--- config.mk ---
export PLATFORM = sky130hd
export DESIGN_NAME = ds_tx_sched
export DESIGN_NICKNAME = d
export VERILOG_FILES = /design/src/rtl/ds_pkg.sv /design/src/rtl/ds_rr_arb.sv /design/src/rtl/ds_tx_sched.sv
export SDC_FILE = /design/constraint.sdc
export NUM_CORES = 1
export LEC_CHECK = 0
export BUFFER_PORTS_ARGS = -buffer_cell sky130_fd_sc_hd__clkbuf_2
export CORE_ASPECT_RATIO = 1.4
export CORE_UTILIZATION = 52
export CTS_BUF_LIST = sky130_fd_sc_hd__clkbuf_4
export DETAILED_ROUTE_END_ITERATION = 10
export GPL_TIMING_DRIVEN = 0
export PLACE_DENSITY = 0.89
export SYNTH_ARGS = -nofsm -noshare
export SYNTH_HDL_FRONTEND = slang
export SYNTH_SLANG_ARGS = --single-unit
--- constraint.sdc ---
create_clock -name clk -period 4.3 [get_ports clk]
set_input_delay 0.43 -clock clk [delete_from_list [all_inputs] [get_ports clk]]
set_output_delay 0.43 -clock clk [all_outputs]
set_load 0.01 [all_outputs]
--- src/rtl/ds_pkg.sv ---
// rtl/ds_pkg.sv - shared DS link character codes and tx credit constants
package ds_pkg;

  // Character type codes shared by the scheduler, encoder and decoder.
  typedef enum logic [1:0] {
    CH_NULL = 2'b00,
    CH_FCT  = 2'b01,
    CH_DATA = 2'b10,
    CH_EOP  = 2'b11
  } ds_char_e;

  typedef enum logic {
    ST_IDLE = 1'b0,
    ST_PKT  = 1'b1
  } sched_state_e;

  localparam int CREDIT_STEP = 8;   // N-chars granted per received FCT
  localparam int CREDIT_MAX  = 56;  // saturation point of the credit counter
  localparam int CREDIT_W    = 6;
  localparam int FCT_PEND_W  = 3;
  localparam int CHAR_W      = 9;   // requester char: EOP flag + data byte
  localparam int EOP_BIT     = 8;

endpackage

--- src/rtl/ds_rr_arb.sv ---
// rtl/ds_rr_arb.sv - round-robin pick of the first requester after last_owner
//   req        : request vector
//   last_owner : index of the requester that finished the previous packet
//   pick       : one-hot winner (0 when no request)
//   pick_idx   : winner index (0 when no request)
//   any        : at least one request present
module ds_rr_arb
  import ds_pkg::*;
#(
  parameter int REQ_N = 2,
  parameter int IW    = $clog2(REQ_N)
) (
  input  logic [REQ_N-1:0] req,
  input  logic [IW-1:0]    last_owner,
  output logic [REQ_N-1:0] pick,
  output logic [IW-1:0]    pick_idx,
  output logic             any
);

  logic [IW:0] cand;

  // Walk the ring starting one past last_owner; last_owner itself is
  // visited last so it only wins when nobody else is asking.
  always_comb begin
    any      = 1'b0;
    pick_idx = '0;
    cand     = '0;
    for (int i = 1; i <= REQ_N; i++) begin
      cand = {1'b0, last_owner} + (IW+1)'(i);
      if (cand >= (IW+1)'(REQ_N)) cand = cand - (IW+1)'(REQ_N);
      if (!any && req[cand[IW-1:0]]) begin
        any      = 1'b1;
        pick_idx = cand[IW-1:0];
      end
    end
    pick = any ? (REQ_N'(1) << pick_idx) : '0;
  end

endmodule

--- src/rtl/ds_tx_sched.sv ---
// rtl/ds_tx_sched.sv - DS link transmit scheduler: FCT priority, credit, packet round-robin
//   clk, rst_n         : clock, async active-low reset
//   link_en            : link running; low flushes scheduler state
//   req, req_char      : per-requester valid + {EOP flag, data byte}
//   req_ack            : pulse, requester char loaded this cycle
//   fct_req, fct_rcvd  : send one FCT / far end granted CREDIT_STEP chars
//   tx_valid/type/data : output character register, tx_ready handshake
//   grant              : one-hot packet owner
//   credit, credit_err : tx credit and sticky overflow flag
module ds_tx_sched
  import ds_pkg::*;
#(
  parameter int REQ_N = 2
) (
  input  logic                    clk,
  input  logic                    rst_n,
  input  logic                    link_en,
  input  logic [REQ_N-1:0]        req,
  input  logic [CHAR_W*REQ_N-1:0] req_char,
  output logic [REQ_N-1:0]        req_ack,
  input  logic                    fct_req,
  input  logic                    fct_rcvd,
  output logic                    tx_valid,
  output logic [1:0]              tx_type,
  output logic [7:0]              tx_data,
  input  logic                    tx_ready,
  output logic [REQ_N-1:0]        grant,
  output logic [CREDIT_W-1:0]     credit,
  output logic                    credit_err
);

  localparam int IW = $clog2(REQ_N);

  sched_state_e          state_q, state_d;
  logic [IW-1:0]         owner_q, owner_d;
  logic [IW-1:0]         last_q, last_d;
  logic [CREDIT_W-1:0]   credit_q, credit_d;
  logic                  credit_err_q, credit_err_d;
  logic [FCT_PEND_W-1:0] pend_q, pend_d;
  logic                  tx_valid_q, tx_valid_d;
  ds_char_e              tx_type_q, tx_type_d;
  logic [7:0]            tx_data_q, tx_data_d;

  logic [CHAR_W-1:0]     chars [REQ_N];
  logic [REQ_N-1:0]      arb_pick;
  logic [IW-1:0]         arb_idx;
  logic                  arb_any;

  logic                  load;
  logic                  use_fct;
  logic                  data_ok;
  logic                  take_char;
  logic [IW-1:0]         sel_idx;
  logic [CHAR_W-1:0]     sel_char;
  logic [REQ_N-1:0]      ack_vec;
  logic [CREDIT_W:0]     credit_sum;

  for (genvar g = 0; g < REQ_N; g++) begin : g_unpack
    assign chars[g] = req_char[g*CHAR_W +: CHAR_W];
  end

  ds_rr_arb #(.REQ_N(REQ_N), .IW(IW)) u_arb (
    .req        (req),
    .last_owner (last_q),
    .pick       (arb_pick),
    .pick_idx   (arb_idx),
    .any        (arb_any)
  );

  // Slot selection: FCT beats data; inside a packet only the owner may
  // send, otherwise the round-robin winner opens (or empties) a packet.
  always_comb begin
    load      = link_en & (~tx_valid_q | tx_ready);
    use_fct   = (pend_q != '0);
    sel_idx   = (state_q == ST_PKT) ? owner_q : arb_idx;
    sel_char  = chars[sel_idx];
    data_ok   = (credit_q != '0) && ((state_q == ST_PKT) ? req[owner_q] : arb_any);
    take_char = load && !use_fct && data_ok;
    ack_vec   = (state_q == ST_PKT) ? (REQ_N'(1) << owner_q) : arb_pick;
    req_ack   = take_char ? ack_vec : '0;
  end

  always_comb begin
    state_d      = state_q;
    owner_d      = owner_q;
    last_d       = last_q;
    credit_d     = credit_q;
    credit_err_d = credit_err_q;
    pend_d       = pend_q;
    tx_valid_d   = tx_valid_q;
    tx_type_d    = tx_type_q;
    tx_data_d    = tx_data_q;
    credit_sum   = '0;

    if (!link_en) begin
      // Flush; last_owner and the sticky error survive so fairness and
      // diagnostics carry across a link restart.
      state_d    = ST_IDLE;
      credit_d   = '0;
      pend_d     = '0;
      tx_valid_d = 1'b0;
      tx_type_d  = CH_NULL;
      tx_data_d  = '0;
    end else begin
      if (load) begin
        tx_valid_d = 1'b1;
        tx_data_d  = '0;
        if (use_fct) begin
          tx_type_d = CH_FCT;
        end else if (data_ok) begin
          if (sel_char[EOP_BIT]) begin
            tx_type_d = CH_EOP;
          end else begin
            tx_type_d = CH_DATA;
            tx_data_d = sel_char[7:0];
          end
        end else begin
          tx_type_d = CH_NULL;
        end
      end

      if (take_char) begin
        if (sel_char[EOP_BIT]) begin
          state_d = ST_IDLE;
          last_d  = sel_idx;
        end else begin
          state_d = ST_PKT;
          owner_d = sel_idx;
        end
      end

      // Request and FCT send in the same cycle cancel out.
      if (fct_req && !(load && use_fct)) begin
        if (pend_q != '1) pend_d = pend_q + 1'b1;
      end else if (!fct_req && load && use_fct) begin
        pend_d = pend_q - 1'b1;
      end

      // Wide sum so a grant on top of a near-full counter is still visible.
      credit_sum = {1'b0, credit_q}
                 + (fct_rcvd  ? (CREDIT_W+1)'(CREDIT_STEP) : '0)
                 - (take_char ? (CREDIT_W+1)'(1) : '0);
      if (credit_sum > (CREDIT_W+1)'(CREDIT_MAX)) begin
        credit_d     = CREDIT_W'(CREDIT_MAX);
        credit_err_d = 1'b1;
      end else begin
        credit_d = credit_sum[CREDIT_W-1:0];
      end
    end
  end

  always_ff @(posedge clk or negedge rst_n) begin
    if (!rst_n) begin
      state_q      <= ST_IDLE;
      owner_q      <= '0;
      last_q       <= IW'(REQ_N-1);
      credit_q     <= '0;
      credit_err_q <= 1'b0;
      pend_q       <= '0;
      tx_valid_q   <= 1'b0;
      tx_type_q    <= CH_NULL;
      tx_data_q    <= '0;
    end else begin
      state_q      <= state_d;
      owner_q      <= owner_d;
      last_q       <= last_d;
      credit_q     <= credit_d;
      credit_err_q <= credit_err_d;
      pend_q       <= pend_d;
      tx_valid_q   <= tx_valid_d;
      tx_type_q    <= tx_type_d;
      tx_data_q    <= tx_data_d;
    end
  end

  assign tx_valid   = tx_valid_q;
  assign tx_type    = tx_type_q;
  assign tx_data    = tx_data_q;
  assign credit     = credit_q;
  assign credit_err = credit_err_q;
  assign grant      = (state_q == ST_PKT) ? (REQ_N'(1) << owner_q) : '0;

endmodule

* Word level (Yosys, flattened, before mapping)
Cells that the tools add are included.
** Word-level totals
- Register bits :: 24
- Latch bits :: 0
- RAM bits :: 0
- Bits in read-only memories :: 0
- Input bits :: 26
- Logic and storage cells :: 98
- Memories kept :: 0
** Cells by class
- $add $sub $neg :: 8
- $mul :: 0
- Div/mod/pow operators :: 0
- Magnitude comparators :: 7
- Equal/unequal tests :: 5
- Shift operators :: 2
- Multiplexer cells :: 44
- Bitwise logic cells :: 5
- Reductions and logical operators :: 18
** Operators by type and width (number)
- $mux 8 :: 5
- $mux 9 :: 3
- $mux 1 :: 21
- $mux 2 :: 8
- $mux 3 :: 4
- $mux 6 :: 2
- $logic_and 1x1->1 :: 8
- $add 6x4->7 :: 1
- $gt 7x6->1 const B :: 1
- $sub 7x1->7 :: 1
- $ge 2x2->1 const B :: 3
- $lt 1x2->1 const B :: 3
- $reduce_and 3->1 :: 2
- $reduce_bool 6->1 :: 1
- $logic_not 1->1 :: 4
- $mux 4 :: 1
- $ne 2x1->1 const B :: 2
- $reduce_and 2->1 :: 2
- $shl 1x1->2 const A :: 2
- $add 3x1->3 const B :: 1
- $ne 3x1->1 const B :: 1
- $ne 3x2->1 const B :: 1
- $ne 3x3->1 const B :: 1
- $reduce_bool 3->1 :: 1
- other kinds (8) :: 10

* Depth between registers and ports, before layout
- Depth in word-level cells :: 19
- Mapped depth :: 13
- Gate-level depth less buffers :: 13

* Cells and area by module
From an unflattened synthesis, not the netlist that was laid out.
** Second synthesis, totals
- Cells, all modules :: 158
- Area, all modules :: 1555.2 um^2
** By module, submodules not included
- ds_tx_sched :: instances 1, cells an instance 153, area each 1522.7 um^2, sequential area each 601.8 um^2
- ds_rr_arb :: instances 1, cells an instance 5, area each 32.5 um^2, sequential area each 0.0 um^2

* Least setup slack after synthesis
Ideal clock, no wire load.
- Path type :: reg2reg
- Start point :: register credit_q[5] (netlist: credit[5])
- End point :: register credit_q[0] (netlist: credit[0])
- Setup time :: 134 ps
- Arrival :: 2936 ps
- Required time :: 4166 ps
- Path slack :: 1230 ps
- Cell stages (with the launch flop) :: 14
- Cell sequence :: dfrtp_1 -> inv_1 -> ha_1 -> and3_1 -> nor4_4 -> ha_1 -> inv_1 -> ha_1 -> fa_1 -> a21o_1 -> a21oi_1 -> xnor2_1 -> o311ai_1 -> nor2_1
** Between the ends
- Word-level cells in the longest chain between the ends :: 8
- Elaborated cells on any way between the ends :: 9
- Those cells by class :: add/sub (2); order compare (1); mux (3); reduce/logical (3)
** RTL lines
- start: declaration :: line ds_tx_sched.sv:37 : logic [CREDIT_W-1:0] credit_q, credit_d;
- start signal: assignment :: line ds_tx_sched.sv:167 : credit_q <= credit_d;
- parallel branches: the longest is 4 deep, another holds $add 6x4->7
- $sub 7x1->7 * :: line ds_tx_sched.sv:142 : - (take_char ? (CREDIT_W+1)'(1) : '0);
- $gt 7x6->1 :: line ds_tx_sched.sv:143 : if (credit_sum > (CREDIT_W+1)'(CREDIT_MAX)) begin
- $mux 6 * :: line ds_tx_sched.sv:143
- $mux 6 * :: line ds_tx_sched.sv:95 : if (!link_en) begin
- via credit_d[0] :: line ds_tx_sched.sv:37
Mark *: on every way through the listed nets, which the timed path passes.
A chain may end at the register's enable or synchronous reset.

* Final worst setup path
- Start point :: register pend_q[0]
- End point :: register credit_q[2] (netlist: credit[2])
** Between the ends
- Word-level cells in the longest chain between the ends :: 9
** RTL lines
- start: declaration :: line ds_tx_sched.sv:39 : logic [FCT_PEND_W-1:0] pend_q, pend_d;
- start signal: assignment :: line ds_tx_sched.sv:169 : pend_q <= pend_d;
- $reduce_bool 3->1 * :: line ds_tx_sched.sv:74 : use_fct = (pend_q != '0);
- $logic_not 1->1 * :: line ds_tx_sched.sv:78 : take_char = load && !use_fct && data_ok;
- $logic_and 1x1->1 * (2 in series) :: line ds_tx_sched.sv:78
- $mux 1 * :: line ds_tx_sched.sv:142
- $sub 7x1->7 * :: line ds_tx_sched.sv:142
- $gt 7x6->1 :: line ds_tx_sched.sv:143
- $mux 6 * :: line ds_tx_sched.sv:143
- $mux 6 * :: line ds_tx_sched.sv:95
- via credit_d[2] :: line ds_tx_sched.sv:37
Mark *: on every way through the listed nets, which the timed path passes. The rest lies on a longest branch.

==> run metrics <==
status completed; WL per Instance 12.9 um; Comb power frac 0.549; Worst-Margin Slew 666 ps; Num CTS Buffers 3; vias in the first global route 1378; Sw Pwr 0.382 mW; post-detail-place hpwl 2460 um; sequential share of power 0.338; Port Buf Inserts 46; GRT Resource Usage Total 0.249; CP required 4510 ps; Max Clk Rate 0.293 GHz; number of synthesized register bits 24; global-route wire length before repair 5380 um; library cells used by synthesis 36; power density over the cells 516 nW/um^2; layout cells sized above 1 0.277; Post-Syn Instances 152; core area 2620 um^2; Placer Congestion 0.835; antenna-violating nets left 0; initial antenna violation count 0; slew margin rel. 0.554; First-pass DRT Iterations 4; # diodes 0; worst-case clock skew 2.94 ps; num ports 48; Yosys Warn Count 0; H-tree Lvls 1; worst path arrival time 3620 ps; Final Max Slew Viols 0; crit share post-route 0.793; Post-CTS Resized 0; CTS Buffer Depth 2; Synth Net Count 188; GRT overflow 0; setup TNS 0 ps; Max Fanout on Critical Path 10; die width 46.4 um; Synth Flop Type dfrtp_1; Placed Instances 234; max-cap viol count 0; Worst Hold Class in -> async; Die H 64.2 um; Post-CTS Hold Buffers 0; asr flop ratio synth 1.00; Mean Syn Cell Area 9.45 um^2; CTS clk-pin slew, worst paths 130 ps; Setup Buffers After CTS 0; most frequent cells in the layout clkbuf_2, dfrtp_1, inv_1; commonest non-fill, non-tap cell in the layout clkbuf_2; # rows 22; Fin. Hold Viols 0; CTS tree built; clock share of power 0.113; Setup CP Type reg -> reg; clock sink count 24; routed wire length 3060 um; Sw Share 0.426; Critical Path Sink Type flip-flop; non-filler cells, final 238; Setup Viol. Count Final 0; Via Count 1301; Layout area overhead 21.0%; internal power 0.515 mW; Startpoint Class flip-flop; Root Buffer clkbuf_4; post-synthesis sequential area ratio 0.419; unrepaired setup endpoints after global routing false; maximum VDD drop 290 uV; EDFF count, synth 0; die area 2980 um^2; Final Critical Period 3410 ps; Starting DRT DRC Count 19; Netlist Area Pre-Place 1440 um^2; Lkg Pwr 0.882 nW; initial core utilization 0.549; nets 239; Skew-Pair Late Insertion Delay 320 ps; average vias per placed instance 5.47; largest net degree at the start of global routing 25; drt drc 0
## state kept, by name (all words and copies together) (netlist names)
| signal | flops |
|---|---|
| state_q | 1 |
| credit | 6 |
| tx_valid | 1 |
| tx_data | 8 |
| tx_type | 2 |
| pend_q | 3 |
| owner_q | 1 |
| credit_err | 1 |
| last_q | 1 |
## synthesized netlist by cell type (3+ instances only)
| cell | number | area, um^2 |
|---|---|---|
| nor2_1 | 10 | 37.5 |
| o21ai_0 | 5 | 25.0 |
| nand2_1 | 13 | 48.8 |
| mux2i_1 | 9 | 90.1 |
| inv_1 | 19 | 71.3 |
| o21ai_1 | 8 | 40.0 |
| ha_1 | 8 | 100 |
| a21oi_1 | 11 | 55.1 |
| xnor2_1 | 5 | 43.8 |
| clkbuf_1 | 3 | 11.3 |
| a21o_1 | 3 | 22.5 |
| dfrtp_1 | 23 | 576 |
## stage by stage
stage | utilization | area, um^2 | power, mW | setup WS [ps] | hold slack, ps
after floorplan | - | 1440 | 0.678 | 1230 | 134
after global placement | 0.655 | 1710 | 0.790 | 901 | 452
after detailed placement | 0.655 | 1710 | 0.800 | 864 | 463
after CTS | 0.665 | 1740 | 0.903 | 883 | 97.4
after global routing | 0.665 | 1740 | 0.984 | 521 | 110
final | 0.665 | 1740 | 0.897 | 890 | 81.3
## power by group through the flow
stage,clock [mW],sequential [mW],combinational (mW)
3_5_place_dp,0,0.308,0.491
2_1_floorplan,0,0.317,0.361
6_report,0.101,0.303,0.492
3_3_place_gp,0,0.307,0.483
4_1_cts,0.103,0.304,0.495
5_1_grt,0.113,0.310,0.561
## layout make-up
type                    instances  area [um^2]
well taps                      36         45.0
plain buffers                   3         11.3
fillers                       210          877
clock inverters                 1         3.75
multi-input cells             105          748
inverters                      20         75.1
clock buffers                   3         22.5
flip-flops and latches         24          602
repair buffers                 46          230
## metal layers
metal,wire length (um),vias to the layer above,global-route usage,share of wire
li1,-,629,-,-
met1,1160,617,0.266,0.38
met2,1720,51,0.444,0.56
met3,141,4,0.0424,0.046
met4,42,0,0.110,0.014
met5,0,-,0,0
## worst max-delay path: stages (launching register included)
cell and delay [ps]:
dfrtp_1 460, or3_4 420, nor4_4 570, ha_1 250, inv_1 40, ha_1 200
fa_1 410, a21o_1 170, a21oi_1 170, xnor2_1 120, o311ai_1 410, nor2_1 80
## cells by family after synthesis
kind of cell	Yosys count	synth area share
buf+inv	23	0.0601
xor+xnor	5	0.0305
mux	9	0.0627
simple gates	39	0.145
compound gates	42	0.186
fa+ha+maj	10	0.0976
flops	24	0.419
## path summary, 6_finish.rpt
| kind | from | endpoint | slack, ps | cells after the start |
|---|---|---|---|---|
| setup / recovery | pend_q[0] | credit[2] | 890 | 11 |
| hold / removal | rst_n | tx_valid | 80 | 1 |
| setup reg to reg | pend_q[0] | credit[2] | 890 | 11 |
| hold reg to reg | credit_err | credit_err | 490 | 1 |
| max in group asynchronous | rst_n | credit_err | 3830 | 1 |
| min in group clk | req_char[8] | last_q | 290 | 2 |
Note: power is estimated with default switching activity, not from simulation.
